File: src/rtl/blink_pkg.sv
// Shared types for the blinker counter-stream decoder.
// Holds the FSM states, step classes and the default counter width.
package blink_pkg;

    localparam int W_DEF = 4;

    typedef enum logic [1:0] {
        S_INIT,
        S_SYNC,
        S_LOCK
    } state_t;

    typedef enum logic [1:0] {
        STEP_UP,
        STEP_DOWN,
        STEP_STALL,
        STEP_ERR
    } step_t;

endpackage

File: src/rtl/blink_step_classify.sv
// Classifies one (prev, cur) sample pair of the counter stream.
// Pure combinational; also flags up-wrap and down-wrap steps.
module blink_step_classify
    import blink_pkg::*;
#(
    parameter int W = W_DEF
) (
    input  logic [W-1:0] prev,
    input  logic [W-1:0] cur,
    output step_t        step,
    output logic         up_wrap,
    output logic         dn_wrap
);

    logic [W-1:0] delta;

    // Modular difference; +1 is up, all-ones is down
    assign delta = cur - prev;

    always_comb begin
        step = STEP_ERR;
        if (delta == W'(1)) begin
            step = STEP_UP;
        end else if (delta == {W{1'b1}}) begin
            step = STEP_DOWN;
        end else if (delta == '0) begin
            step = STEP_STALL;
        end
    end

    assign up_wrap = (step == STEP_UP) && (prev == {W{1'b1}});
    assign dn_wrap = (step == STEP_DOWN) && (prev == '0);

endmodule

File: src/rtl/blink_decoder.sv
// Receive-side decoder for the blinker up/down counter stream.
// Infers direction, flags illegal steps, counts wraps and run length.
module blink_decoder
    import blink_pkg::*;
#(
    parameter int W      = W_DEF,
    parameter int WRAP_W = 8,
    parameter int RUN_W  = 8
) (
    input  logic              clk_i,
    input  logic              rst_ni,
    input  logic [W-1:0]      count_i,
    input  logic              clr_i,
    output logic              dir_o,
    output logic              dir_valid_o,
    output logic              step_err_o,
    output logic              err_sticky_o,
    output logic              dir_change_o,
    output logic [WRAP_W-1:0] wrap_up_o,
    output logic [WRAP_W-1:0] wrap_dn_o,
    output logic [RUN_W-1:0]  run_len_o
);

    localparam logic [WRAP_W-1:0] WRAP_MAX = '1;
    localparam logic [RUN_W-1:0]  RUN_MAX  = '1;

    state_t            state_q, state_d;
    logic [W-1:0]      prev_q;
    logic              dir_q, dir_d;
    logic              valid_q, valid_d;
    logic              err_q, err_d;
    logic              sticky_q, sticky_d;
    logic              chg_q, chg_d;
    logic [WRAP_W-1:0] wu_q, wu_d;
    logic [WRAP_W-1:0] wd_q, wd_d;
    logic [RUN_W-1:0]  run_q, run_d;
    logic              wu_ev, wd_ev;

    step_t             step;
    logic              up_wrap, dn_wrap;
    logic              is_up;

    blink_step_classify #(
        .W (W)
    ) u_classify (
        .prev    (prev_q),
        .cur     (count_i),
        .step    (step),
        .up_wrap (up_wrap),
        .dn_wrap (dn_wrap)
    );

    assign is_up = (step == STEP_UP);

    always_comb begin
        state_d  = state_q;
        dir_d    = dir_q;
        valid_d  = valid_q;
        run_d    = run_q;
        err_d    = 1'b0;
        chg_d    = 1'b0;
        wu_ev    = 1'b0;
        wd_ev    = 1'b0;
        sticky_d = clr_i ? 1'b0 : sticky_q;
        wu_d     = clr_i ? '0 : wu_q;
        wd_d     = clr_i ? '0 : wd_q;
        unique case (state_q)
            S_INIT: begin
                state_d = S_SYNC;
            end
            S_SYNC, S_LOCK: begin
                wu_ev = up_wrap;
                wd_ev = dn_wrap;
                unique case (step)
                    STEP_UP, STEP_DOWN: begin
                        if (state_q == S_LOCK && dir_q == is_up) begin
                            run_d = (run_q == RUN_MAX) ? run_q : run_q + 1'b1;
                        end else begin
                            chg_d = (state_q == S_LOCK);
                            run_d = RUN_W'(1);
                        end
                        dir_d   = is_up;
                        valid_d = 1'b1;
                        state_d = S_LOCK;
                    end
                    STEP_STALL: begin
                        valid_d = 1'b0;
                        run_d   = '0;
                        state_d = S_SYNC;
                    end
                    default: begin
                        err_d    = 1'b1;
                        sticky_d = 1'b1;
                        valid_d  = 1'b0;
                        run_d    = '0;
                        state_d  = S_SYNC;
                    end
                endcase
            end
            default: begin
                state_d = S_INIT;
            end
        endcase
        // A wrap coinciding with clr_i still counts, starting from zero
        if (wu_ev && wu_d != WRAP_MAX) wu_d = wu_d + 1'b1;
        if (wd_ev && wd_d != WRAP_MAX) wd_d = wd_d + 1'b1;
    end

    always_ff @(posedge clk_i or negedge rst_ni) begin
        if (!rst_ni) begin
            state_q  <= S_INIT;
            prev_q   <= '0;
            dir_q    <= 1'b0;
            valid_q  <= 1'b0;
            err_q    <= 1'b0;
            sticky_q <= 1'b0;
            chg_q    <= 1'b0;
            wu_q     <= '0;
            wd_q     <= '0;
            run_q    <= '0;
        end else begin
            state_q  <= state_d;
            prev_q   <= count_i;
            dir_q    <= dir_d;
            valid_q  <= valid_d;
            err_q    <= err_d;
            sticky_q <= sticky_d;
            chg_q    <= chg_d;
            wu_q     <= wu_d;
            wd_q     <= wd_d;
            run_q    <= run_d;
        end
    end

    assign dir_o        = dir_q;
    assign dir_valid_o  = valid_q;
    assign step_err_o   = err_q;
    assign err_sticky_o = sticky_q;
    assign dir_change_o = chg_q;
    assign wrap_up_o    = wu_q;
    assign wrap_dn_o    = wd_q;
    assign run_len_o    = run_q;

endmodule
File: config.mk
export PLATFORM = sky130hd
export DESIGN_NAME = blink_decoder
export DESIGN_NICKNAME = d
export VERILOG_FILES = /design/src/rtl/blink_pkg.sv /design/src/rtl/blink_step_classify.sv /design/src/rtl/blink_decoder.sv
export SDC_FILE = /design/constraint.sdc
export NUM_CORES = 1
export LEC_CHECK = 0
export ABC_AREA = 1
export ABC_CLOCK_PERIOD_IN_PS = 2400
export CAP_MARGIN = 20
export CORE_UTILIZATION = 50
export CTS_BUF_LIST = sky130_fd_sc_hd__clkbuf_8
export DETAILED_ROUTE_END_ITERATION = 8
export PLACE_DENSITY = 0.81
export SLEW_MARGIN = 20
export SYNTH_ARGS = -nofsm -noshare
export SYNTH_HDL_FRONTEND = slang
export SYNTH_HIERARCHICAL = 1
export SYNTH_SLANG_ARGS = --single-unit
File: constraint.sdc
create_clock -name clk_i -period 2.4 [get_ports clk_i]
set_clock_uncertainty 0.15 [all_clocks]
set_input_delay 0.24 -clock clk_i [delete_from_list [all_inputs] [get_ports clk_i]]
set_output_delay 0.24 -clock clk_i [all_outputs]
set_load 0.02 [all_outputs]
After elaboration in Yosys (flattened, before gate mapping)

Cells that the tools add are included.

Register bits after elaboration: 35
Bits in latches: 0
RAM bits: 0
Memory bits (read-only): 0
Bits of input ports: 7
Memories kept: 0

Add/subtract/negate cells: 4
Multipliers: 0
Div/mod/pow operators: 0
$lt $le $gt $ge: 0
Eq/ne operators: 12
Shift operators: 0
Mux-type cells: 23
Bitwise logic cells: 0
Reductions and logical operators: 14

Operators with widths:

| operator                                      | count |
|---|---|
| two-way mux 8 bit                             | 7 |
| adder 8 x 1 -> 8 bit, second input constant   | 3 |
| != test 8 bit, second input constant          | 2 |
| two-way mux 1 bit                             | 12 |
| == test 4 bit, second input constant          | 2 |
| == test 8 bit, second input constant          | 1 |
| zero test 4 bit                               | 2 |
| two-way mux 2 bit                             | 3 |
| logical AND 1 bit                             | 5 |
| == test 2 x 1 -> 1 bit, second input constant | 2 |
| == test 2 bit, second input constant          | 2 |
| == test 4 x 1 -> 1 bit, second input constant | 1 |
| zero test 2 bit                               | 2 |
| one-hot mux 2 bit (2 select lines)            | 1 |
| AND reduction 2 bit                           | 2 |
| OR reduction 2 bit                            | 2 |
| subtractor 4 bit                              | 1 |
| != test 3 bit, second input constant          | 1 |
| OR reduction 3 bit                            | 1 |
| == test 1 bit                                 | 1 |

Logic depth before layout (Yosys ltp)

Gate-level depths: netlist of run 1.

Depth in word-level cells: 11
Mapped depth: 18
Gate-level depth less buffers: 18

Modules after synthesis

Netlist of run 1, hierarchy kept.

By module, submodules not included:

| module              | times used | cells each | area each (um2) | sequential area each (um2) |
|---|---|---|---|---|
| blink_decoder       | 1          | 255        | 1,933.1         | 875.8 |
| blink_step_classify | 1          | 41         | 264.0           | 0.0 |

Worst setup path before layout of run 1

Ideal clock, no wire load.

Kind: reg-to-reg
Start point: register prev_q[0]
End point: register run_q[6], in the netlist run_len_o[6]
Setup time: 0.065 ns
Arrival time: 2.167 ns
Setup slack: 0.018 ns
Cell stages (with the launch flop): 15
Cell sequence: dfrtp_1 > ha_1 > inv_1 > fa_1 > a21oi_2 > nand3_4 > nand2_2 > nand2_2 > nor2_1 > nand2_1 > nand2_2 > nand3_1 > nor2_1 > nand3_1 > nand2_1

Word-level cells in the longest chain between the ends: 10
Elaborated cells between the ends (all ways): 16
Classes of those cells: add/sub (1); eq/ne (5); mux (5); reduce/logical (5)

RTL lines:

| item                                                                             | RTL line                                 | RTL |
|---|---|---|
| from (decl)                                                                      | blink_decoder.sv:28                      | `logic [W-1:0] prev_q;` |
| from (signal assigned)                                                           | blink_decoder.sv:123                     | `prev_q <= count_i;` |
| subtractor 4 bit *                                                               | blink_step_classify.sv:18                | `assign delta = cur - prev;` |
| zero test 4 bit                                                                  | blink_step_classify.sv:26                | `end else if (delta == '0) begin` |
| two-way mux 1 bit                                                                | blink_step_classify.sv:26                |  |
| two-way mux 2 bit                                                                | blink_step_classify.sv:24                | `end else if (delta == {W{1'b1}}) begin` |
| two-way mux 2 bit *                                                              | blink_step_classify.sv:22                | `if (delta == W'(1)) begin` |
| net step[0]                                                                      | blink_decoder.sv:39                      | `step_t step;` |
| zero test 2 bit                                                                  | blink_decoder.sv:53, blink_decoder.sv:74 |  |
| == test 1 bit                                                                    | blink_decoder.sv:76                      | `if (state_q == S_LOCK && dir_q == is_up) begin` |
| logical AND 1 bit                                                                | blink_decoder.sv:76                      |  |
| != test 3 bit (no source line) / two-way mux 8 bit (equally long branches)       | n/a                                      |  |
| AND reduction 2 bit (no source line) / two-way mux 8 bit (equally long branches) | n/a                                      |  |
| to (signal assigned)                                                             | blink_decoder.sv:131                     | `run_q <= run_d;` |
| to (decl)                                                                        | blink_decoder.sv:36                      | `logic [RUN_W-1:0] run_q, run_d;` |

Mark *: on every way through the listed nets, which the timed path passes. The rest lies on a longest branch.
A chain may end at the register's enable or synchronous reset.

Worst setup path after layout of run 1

Start point: register prev_q[0]
End point: register wd_q[6], in the netlist wrap_dn_o[6]

Word-level cells in the longest chain between the ends: 10
Elaborated cells between the ends (all ways): 13
Classes of those cells: add/sub (1); eq/ne (3); mux (5); reduce/logical (4)

RTL lines:

| item                     | RTL line                  | RTL |
|---|---|---|
| subtractor 4 bit *       | blink_step_classify.sv:18 |  |
| zero test 4 bit          | blink_step_classify.sv:26 |  |
| two-way mux 1 bit        | blink_step_classify.sv:26 |  |
| two-way mux 2 bit        | blink_step_classify.sv:24 |  |
| two-way mux 2 bit *      | blink_step_classify.sv:22 |  |
| net step[0]              | blink_decoder.sv:39       |  |
| == test 2 x 1 -> 1 bit * | blink_step_classify.sv:32 | `assign dn_wrap = (step == STEP_DOWN) && (prev == '0);` |
| logical AND 1 bit *      | blink_step_classify.sv:32 |  |
| net dn_wrap              | blink_decoder.sv:40       | `logic up_wrap, dn_wrap;` |
| two-way mux 1 bit *      | blink_decoder.sv:67       | `unique case (state_q)` |
| logical AND 1 bit *      | blink_decoder.sv:106      | `if (wd_ev && wd_d != WRAP_MAX) wd_d = wd_d + 1'b1;` |
| two-way mux 8 bit *      | blink_decoder.sv:106      |  |
| net wd_d[6]              | blink_decoder.sv:35       | `logic [WRAP_W-1:0] wd_q, wd_d;` |
| to (signal assigned)     | blink_decoder.sv:130      | `wd_q <= wd_d;` |
| to (decl)                | blink_decoder.sv:35       |  |

Marks and branches as above.

==> out/qor.yml, run 1 <==
outcome:
  status: "complete, but fails checks"
  violations: "setup timing"
logic_synthesis:
  synth_top_family_by_area: "simple AND/OR/NAND/NOR gates"
  synthesis.nets: 311
  yosysSeqAreaShare: 0.399
  ys_top_cells_by_area: "dfrtp_1 40%, nand2_1 15%, inv_1 7.0%"
  avgSynthCellArea_sq_um: 7.42
  synthMuxAreaShare: 0
  ys_ff_latch: 35
  synth_top_cell_by_area: "dfrtp_1"
  syn_inst: 296
  synthSimpleGateAreaFrac: 0.412
  yosysTopAreaCellShare: 0.399
  synth-compound-area-share: 0.0478
  ys_warn_count: 6
  yosysUniqueCellTypes: 29
  synth-xor-area-share: 0.00797
  syn-cell-area_sq_um: 2200
  yosys.area_share.adder: 0.0490
cts:
  clk_latency_ps: 290
  cts.clk_slew.worst_paths_ps: 70
  htree_levels: 2
  cts_tree: "yes"
  cts.sinks: 35
  cts_made_buffers: 5
  root_buffer: "clkbuf_8"
  cts_buffer_depth: 2
floorplanning:
  core_area_sq_um: 4120
  fp.dieW_um: 68.3
  dieHeight_um: 68.3
  initial_core_util: 0.534
  num_rows: 23
  die_area_sq_um: 4660
  ios: 36
critical_path:
  critPathBufInv: 2
  cp_top_family: "simple AND/OR/NAND/NOR gates"
  critPathMaxFanout: 4
  setup.worst_path.class: "reg2reg"
  start_kind: "flop"
  critPathRequiredTime_ps: 2430
  slowest_delay_ps: 560
  critical-path-slowest-cell: "fa_2"
  cpMostUsedCell: "nand2_1"
  r2r_slack_ps: -60
  cp_cell_sequence: "ha_2, inv_2, fa_2, a21oi_4, nand3_4, buf_4, nand2_1, nor2_4, nand2_4, nor3_4, nand2_1, nand2_1, nand2_1"
  end_kind: "flop"
  cp_data_arrival_time_ps: 2500
power:
  ir_drop_uv: 305
  power.total_uw: 1700
  leakage_uw: 0.00137
  p_per_area_nw_per_um2: 577
sta:
  setup-tns-final_ps: -475
  setup_violations: 13
  fin_crit_sh: 1.03
  slew_violations: 0
  slew_headroom: 0.699
  rsz0062_at_grt: "true"
  worst_slack_ps: -61.7
  finalHoldViolations: 0
  fmax_mhz: 406
  worst_pin_slew_ps: 452
  min_period_ps: 2460
drt:
  vias: 2024
  routed_wirelength_um: 4800
  post-route-drc-count: 0
  ant_nets: 0
  drt-initial-drc-count: 116
  routedWlPerCell_um: 11.9
  drt-vias-per-instance: 5.00
  dr.pass1.iters: 4
finish:
  drive_gt1_frac: 0.259
  design_area_sq_um: 2950
  n_fill_cell: 318
  final-instance-count-excl-fill: 405
  area_delta_synth_final_pct: 34.3
  final_net_count: 369
  post-route-util: 0.717
  n_antenna_cell: 0
global_routing:
  grt_first_pass_wirelength_um: 7880
  grt_use_total: 0.229
  antenna_found_initial: 0
  grt_pass1_vias: 1887
  grt_max_degree: 36
  grt.overflow.total: 0
placed_design:
  dpl.cell_count: 392
  postPlaceCellArea_sq_um: 2690
  portBuffers: 35
  routabilityCongestion: 0.849
  place_hpwl_um: 3330
job:
  drv_cap: 0
worst_hold_path:
  hp-class: "in2reg"
## cell families (layout without fill, tap and decap cells)
group,Yosys count,count (layout)
xor gates and xnor gates,2,2
DFF,35,35
adders and majority gates,8,8
AOI/OAI and AO/OA,18,18
buffers and inverters,47,106
and+or+nand+nor,186,186
## layout make-up
cell class / instances / area [sq um] / share of cell area
multi-input cells: 214 / 1280 / 0.432
clock buffers: 5 / 68.8 / 0.0233
well taps: 50 / 62.6 / 0.0212
flip-flops and latches: 35 / 876 / 0.297
repair buffers: 53 / 484 / 0.164
clock inverters: 3 / 12.5 / 0.00424
inverters: 45 / 171 / 0.0581
## sequential cells by signal (all words and copies together), names as in the netlist
name,count
dir_change_o,1
dir_o,1
dir_valid_o,1
err_sticky_o,1
prev_q,4
run_len_o,8
state_q,2
step_err_o,1
wrap_dn_o,8
wrap_up_o,8
## power by group
part	leakage [uW]	switching (uW)	internal [uW]
combinational	0.000856	363	239
sequential	0.000468	44.9	645
clock	0.0000505	215	195
total	0.00137	623	1080
## cell usage after synthesis, drive strengths merged
cell and count:
nor2 45, o21bai 2, ha 7, nand2 99
fa 1, nand3b 4, dfrtp 35, nand3 28
o21ai 8, o21a 1, nand4 5, a21oi 7
nor3 4, buf 2, nor4 1, inv 45
xor2 2
## through the flow
stage	worst slack, ps	hold WS (ps)
after floorplan	18.2	-206
after global placement	-429	321
after detailed placement	-520	331
after CTS	-65.8	38.1
after global routing	-201	67.6
final	-61.7	43.0
## worst reg2reg max path, stage by stage (launching register included)
cell	delay, ps
dfrtp_1	350
ha_2	170
inv_2	40
fa_2	560
a21oi_4	40
nand3_4	100
buf_4	130
nand2_1	90
nor2_4	150
nand2_4	70
nor3_4	260
nand2_1	110
nand2_1	80
nand2_1	40
## cell usage in the layout, fill, tap and decap left out, types with 6 or more instances in the layout
cell and instances:
dfrtp_1 35, buf_4 18, nand3_1 21, inv_1 35
nand2_2 20, inv_2 11, clkdlybuf4s50_1 34, nor2_2 9
nor2_1 31, ha_1 6, nand2_1 72
## repair_timing
action,CTS,global route
setup endpoints to repair,23,25
cloned,0,0
pin swaps,16,10
hold buffers,0,0
setup buffers,2,3
gates resized for setup,18,30
## metal layers
metal	routed length (um)	up-vias	track usage	share of wire
met4	83	0	0.107	0.017
li1	-	1043	-	-
met2	2520	41	0.409	0.52
met3	141	7	0.0433	0.029
met5	0	-	0	0
met1	2060	933	0.261	0.43
## worst paths after layout
check	cells past startpoint	endpoint	start
worst max-delay path	13	wrap_dn_o[6]	prev_q[0]
worst min register to register	1	dir_valid_o	dir_valid_o
max in group asynchronous	2	prev_q[0]	rst_ni
worst min-delay path	1	prev_q[0]	count_i[0]
worst max register to register	13	wrap_dn_o[6]	prev_q[0]
min in group asynchronous	2	wrap_dn_o[2]	rst_ni
No activity file was read; power rests on OpenSTA's default activity.
==> run 2: changes to the inputs <==
--- a/config.mk
+++ b/config.mk
@@ -5,13 +5,12 @@
 export SDC_FILE = /design/constraint.sdc
 export NUM_CORES = 1
 export LEC_CHECK = 0
-export ABC_AREA = 1
 export ABC_CLOCK_PERIOD_IN_PS = 2400
 export CAP_MARGIN = 20
-export CORE_UTILIZATION = 50
+export CORE_UTILIZATION = 48
 export CTS_BUF_LIST = sky130_fd_sc_hd__clkbuf_8
 export DETAILED_ROUTE_END_ITERATION = 8
-export PLACE_DENSITY = 0.81
+export PLACE_DENSITY = 0.79
 export SLEW_MARGIN = 20
 export SYNTH_ARGS = -nofsm -noshare
 export SYNTH_HDL_FRONTEND = slang
==> run 2 against run 1 <==
Net effect:
- the flow still finishes with violations (setup timing)
- setup slack lost 290 ps
- clock power shrank 4.9%
- worst hold slack gained 2.7 ps
- synthesized area shrank 13%
- largest power group unchanged
- flip-flop and latch count is the same
- routed wire length shrank 0.31%
- core utilization grew 4.5 points
- combinational power grew 15%
- final area shrank 3.3%
==> out/qor.yml, run 2 <==
outcome:
  status: "complete, but fails checks"  # unchanged
  violations: "setup timing"  # unchanged
cts:
  cts_made_buffers: 5  # unchanged
  cts.sinks: 35  # unchanged
  root_buffer: "clkbuf_8"  # unchanged
  htree_levels: 2  # unchanged
  cts_buffer_depth: 2  # unchanged
  cts.clk_slew.worst_paths_ps: 70  # about the same
  cts_tree: "yes"  # unchanged
  clk_latency_ps: 290  # about the same
  postCtsHoldBufs: 0  # unchanged
sta:
  worst_pin_slew_ps: 480  # was 452 ps
  fin_crit_sh: 1.15  # was 1.03
  min_period_ps: 2750  # was 2460 ps
  setup_violations: 23  # was 13
  setup-tns-final_ps: -4340  # was -475 ps
  fmax_mhz: 364  # was 406 MHz
  slew_violations: 0  # unchanged
  rsz0062_at_grt: "true"  # unchanged
  slew_headroom: 0.679  # was 0.699
  finalHoldViolations: 0  # unchanged
  worst_slack_ps: -350  # was -61.7 ps
logic_synthesis:
  ys_top_cells_by_area: "dfrtp_1 46%, ha_1 4.6%, a21oi_1 3.7%"  # was dfrtp_1 40%, nand2_1 15%, inv_1 7.0%
  ys_ff_latch: 35  # unchanged
  synth-async-reset-ratio: 1.00  # unchanged
  yosysSeqAreaShare: 0.458  # was 0.399
  yosysTopAreaCellShare: 0.458  # was 0.399
  avgSynthCellArea_sq_um: 9.91  # was 7.42 sq um
  ys.flop_type: "dfrtp_1"  # unchanged
  synthesis.nets: 208  # was 311
  yosysMostFrequentCell: "dfrtp_1"  # was nand2_1
  yosysUniqueCellTypes: 53  # was 29
  ys_warn_count: 6  # unchanged
  synth_top_cell_by_area: "dfrtp_1"  # unchanged
  synth_common_cells: "35 x dfrtp_1, 14 x a21oi_1, 14 x inv_1"  # was 89 x nand2_1, 41 x inv_1, 35 x dfrtp_1, 35 x nor2_1, 22 x nand3_1
  syn-cell-area_sq_um: 1910  # was 2200 sq um
  synth_edf_count: 0  # unchanged
  syn_inst: 193  # was 296
finish:
  design_area_sq_um: 2860  # was 2950 sq um
  drive_gt1_frac: 0.297  # was 0.259
  n_antenna_cell: 0  # unchanged
  post-route-util: 0.763  # was 0.717
  final_net_count: 272  # was 369
  layout_common_cells: "35 x dfrtp_1, 33 x clkdlybuf4s50_1, 21 x buf_4"  # was 72 x nand2_1, 35 x inv_1, 35 x dfrtp_1
  final_common_cell: "dfrtp_1"  # was nand2_1
  area_delta_synth_final_pct: 49.3  # was 34.3%
critical_path:
  critPathRequiredTime_ps: 2480  # was 2430 ps
  critical-path-slowest-cell: "or4_1"  # was fa_2
  cp_data_arrival_time_ps: 2830  # was 2500 ps
  start_kind: "flop"  # unchanged
  cp_cell_sequence: "ha_2, inv_2, fa_2, xor2_2, or3_4, xnor2_2, or3b_1, or4_1, nand3_1"  # was ha_2, inv_2, fa_2, a21oi_4, nand3_4, buf_4, nand2_1, nor2_4, nand2_4, nor3_4, nand2_1, nand2_1, nand2_1
  critPathBufInv: 1  # was 2
  slowest_delay_ps: 410  # was 560 ps
  setup.worst_path.class: "reg2reg"  # unchanged
  cp_top_family: "simple AND/OR/NAND/NOR gates"  # unchanged
  critPathMaxFanout: 4  # unchanged
  end_kind: "flop"  # unchanged
power:
  leakage_uw: 0.00122  # was 0.00137 uW
  p_per_area_nw_per_um2: 624  # was 577 nW/um^2
  ir_drop_uv: 612  # was 305 uV
global_routing:
  grt_pass1_vias: 1658  # was 1887
  grt_use_total: 0.239  # was 0.229
  grt_max_degree: 36  # unchanged
  grt_first_pass_wirelength_um: 7500  # was 7880 um
  grt.overflow.total: 0  # unchanged
  antenna_found_initial: 0  # unchanged
floorplanning:
  dieHeight_um: 65.1  # was 68.3 um
  die_area_sq_um: 4240  # was 4660 sq um
  fp.dieW_um: 65.1  # was 68.3 um
  initial_core_util: 0.511  # was 0.534
  num_rows: 22  # was 23
  core_area_sq_um: 3740  # was 4120 sq um
  ios: 36  # unchanged
drt:
  drt-vias-per-instance: 5.74  # was 5.00
  routed_wirelength_um: 4790  # was 4800 um
  vias: 1746  # was 2024
  dr.pass1.iters: 5  # was 4
  routedWlPerCell_um: 15.7  # was 11.9 um
  drt-initial-drc-count: 182  # was 116
  ant_nets: 0  # unchanged
  post-route-drc-count: 0  # unchanged
placed_design:
  routabilityCongestion: 0.807  # was 0.849
  portBuffers: 35  # unchanged
  postPlaceCellArea_sq_um: 2490  # was 2690 sq um
  place_hpwl_um: 2900  # was 3330 um
job:
  drv_cap: 0  # unchanged
worst_hold_path:
  hp-class: "in2reg"  # unchanged
-- run 2: area by class of cell --
class / instances / area [sq um]
well taps: 48 / 60.1
flip-flops and latches: 35 / 876
clock inverters: 1 / 3.75
inverters: 14 / 52.6
clock buffers: 5 / 68.8
repair buffers: 64 / 596
multi-input cells: 137 / 1200
fillers: 251 / 888
-- run 2: final timing paths --
| path | cells after the start | to | from | slack (ps) |
|---|---|---|---|---|
| max | 9 | run_len_o[5] | prev_q[0] | -350 |
| min reg2reg | 1 | err_sticky_o | err_sticky_o | 350 |
| min | 1 | prev_q[0] | count_i[0] | 50 |
| max reg2reg | 9 | run_len_o[5] | prev_q[0] | -350 |
| max in group asynchronous | 2 | run_len_o[2] | rst_ni | 1560 |
| min in group asynchronous | 2 | dir_change_o | rst_ni | 210 |
-- run 2: what timing repair did --
item | in CTS | in global routing
setup endpoints to repair | 25 | 28
cloned | 0 | 0
setup buffers | 5 | 4
gates resized for setup | 35 | 19
pin swaps | 22 | 11
-- run 2: per-layer routing --
layer | GRT usage | vias up | routed length, um
li1 | - | 829 | -
met1 | 0.292 | 853 | 2040
met2 | 0.396 | 50 | 2480
met3 | 0.0573 | 14 | 171
met4 | 0.117 | 0 | 99
met5 | 0 | - | 0
-- run 2: cells by family (layout without fill, tap and decap cells) --
group	count (synthesis)	in the layout	share of synthesized area
simple gates	71	71	0.212
mux	2	2	0.0105
flops	35	35	0.458
compound gates	46	46	0.166
fa+ha+maj	8	8	0.0563
buf+inv	21	84	0.0471
xor+xnor	10	10	0.0497
-- run 2: through the flow --
| step | std cells | hold WS (ps) | total power (uW) | setup slack [ps] |
|---|---|---|---|---|
| after global routing | 304 | 42.9 | 1880 | -427 |
| after floorplan | 193 | -206 | 1010 | -288 |
| final | 304 | 45.7 | 1780 | -350 |
| after detailed placement | 292 | 359 | 1240 | -731 |
| after CTS | 301 | 44.5 | 1670 | -340 |
| after global placement | 292 | 352 | 1220 | -627 |
-- run 2: worst reg2reg max path: cells and delay by family, from the launching register on --
family / cells / cell delay [ps]
XOR/XNOR: 2 / 320
buffers and inverters: 1 / 50
AND/OR/NAND/NOR: 4 / 1230
flip-flops: 1 / 350
adder cells (fa/ha/maj): 2 / 580
-- run 2: power breakdown --
part	switching, uW	total [uW]	internal (uW)	leakage, uW
logic	362	690	329	0.000707
clock network	201	390	189	0.0000413
registers	57.2	702	645	0.000469
total	620	1780	1160	0.00122
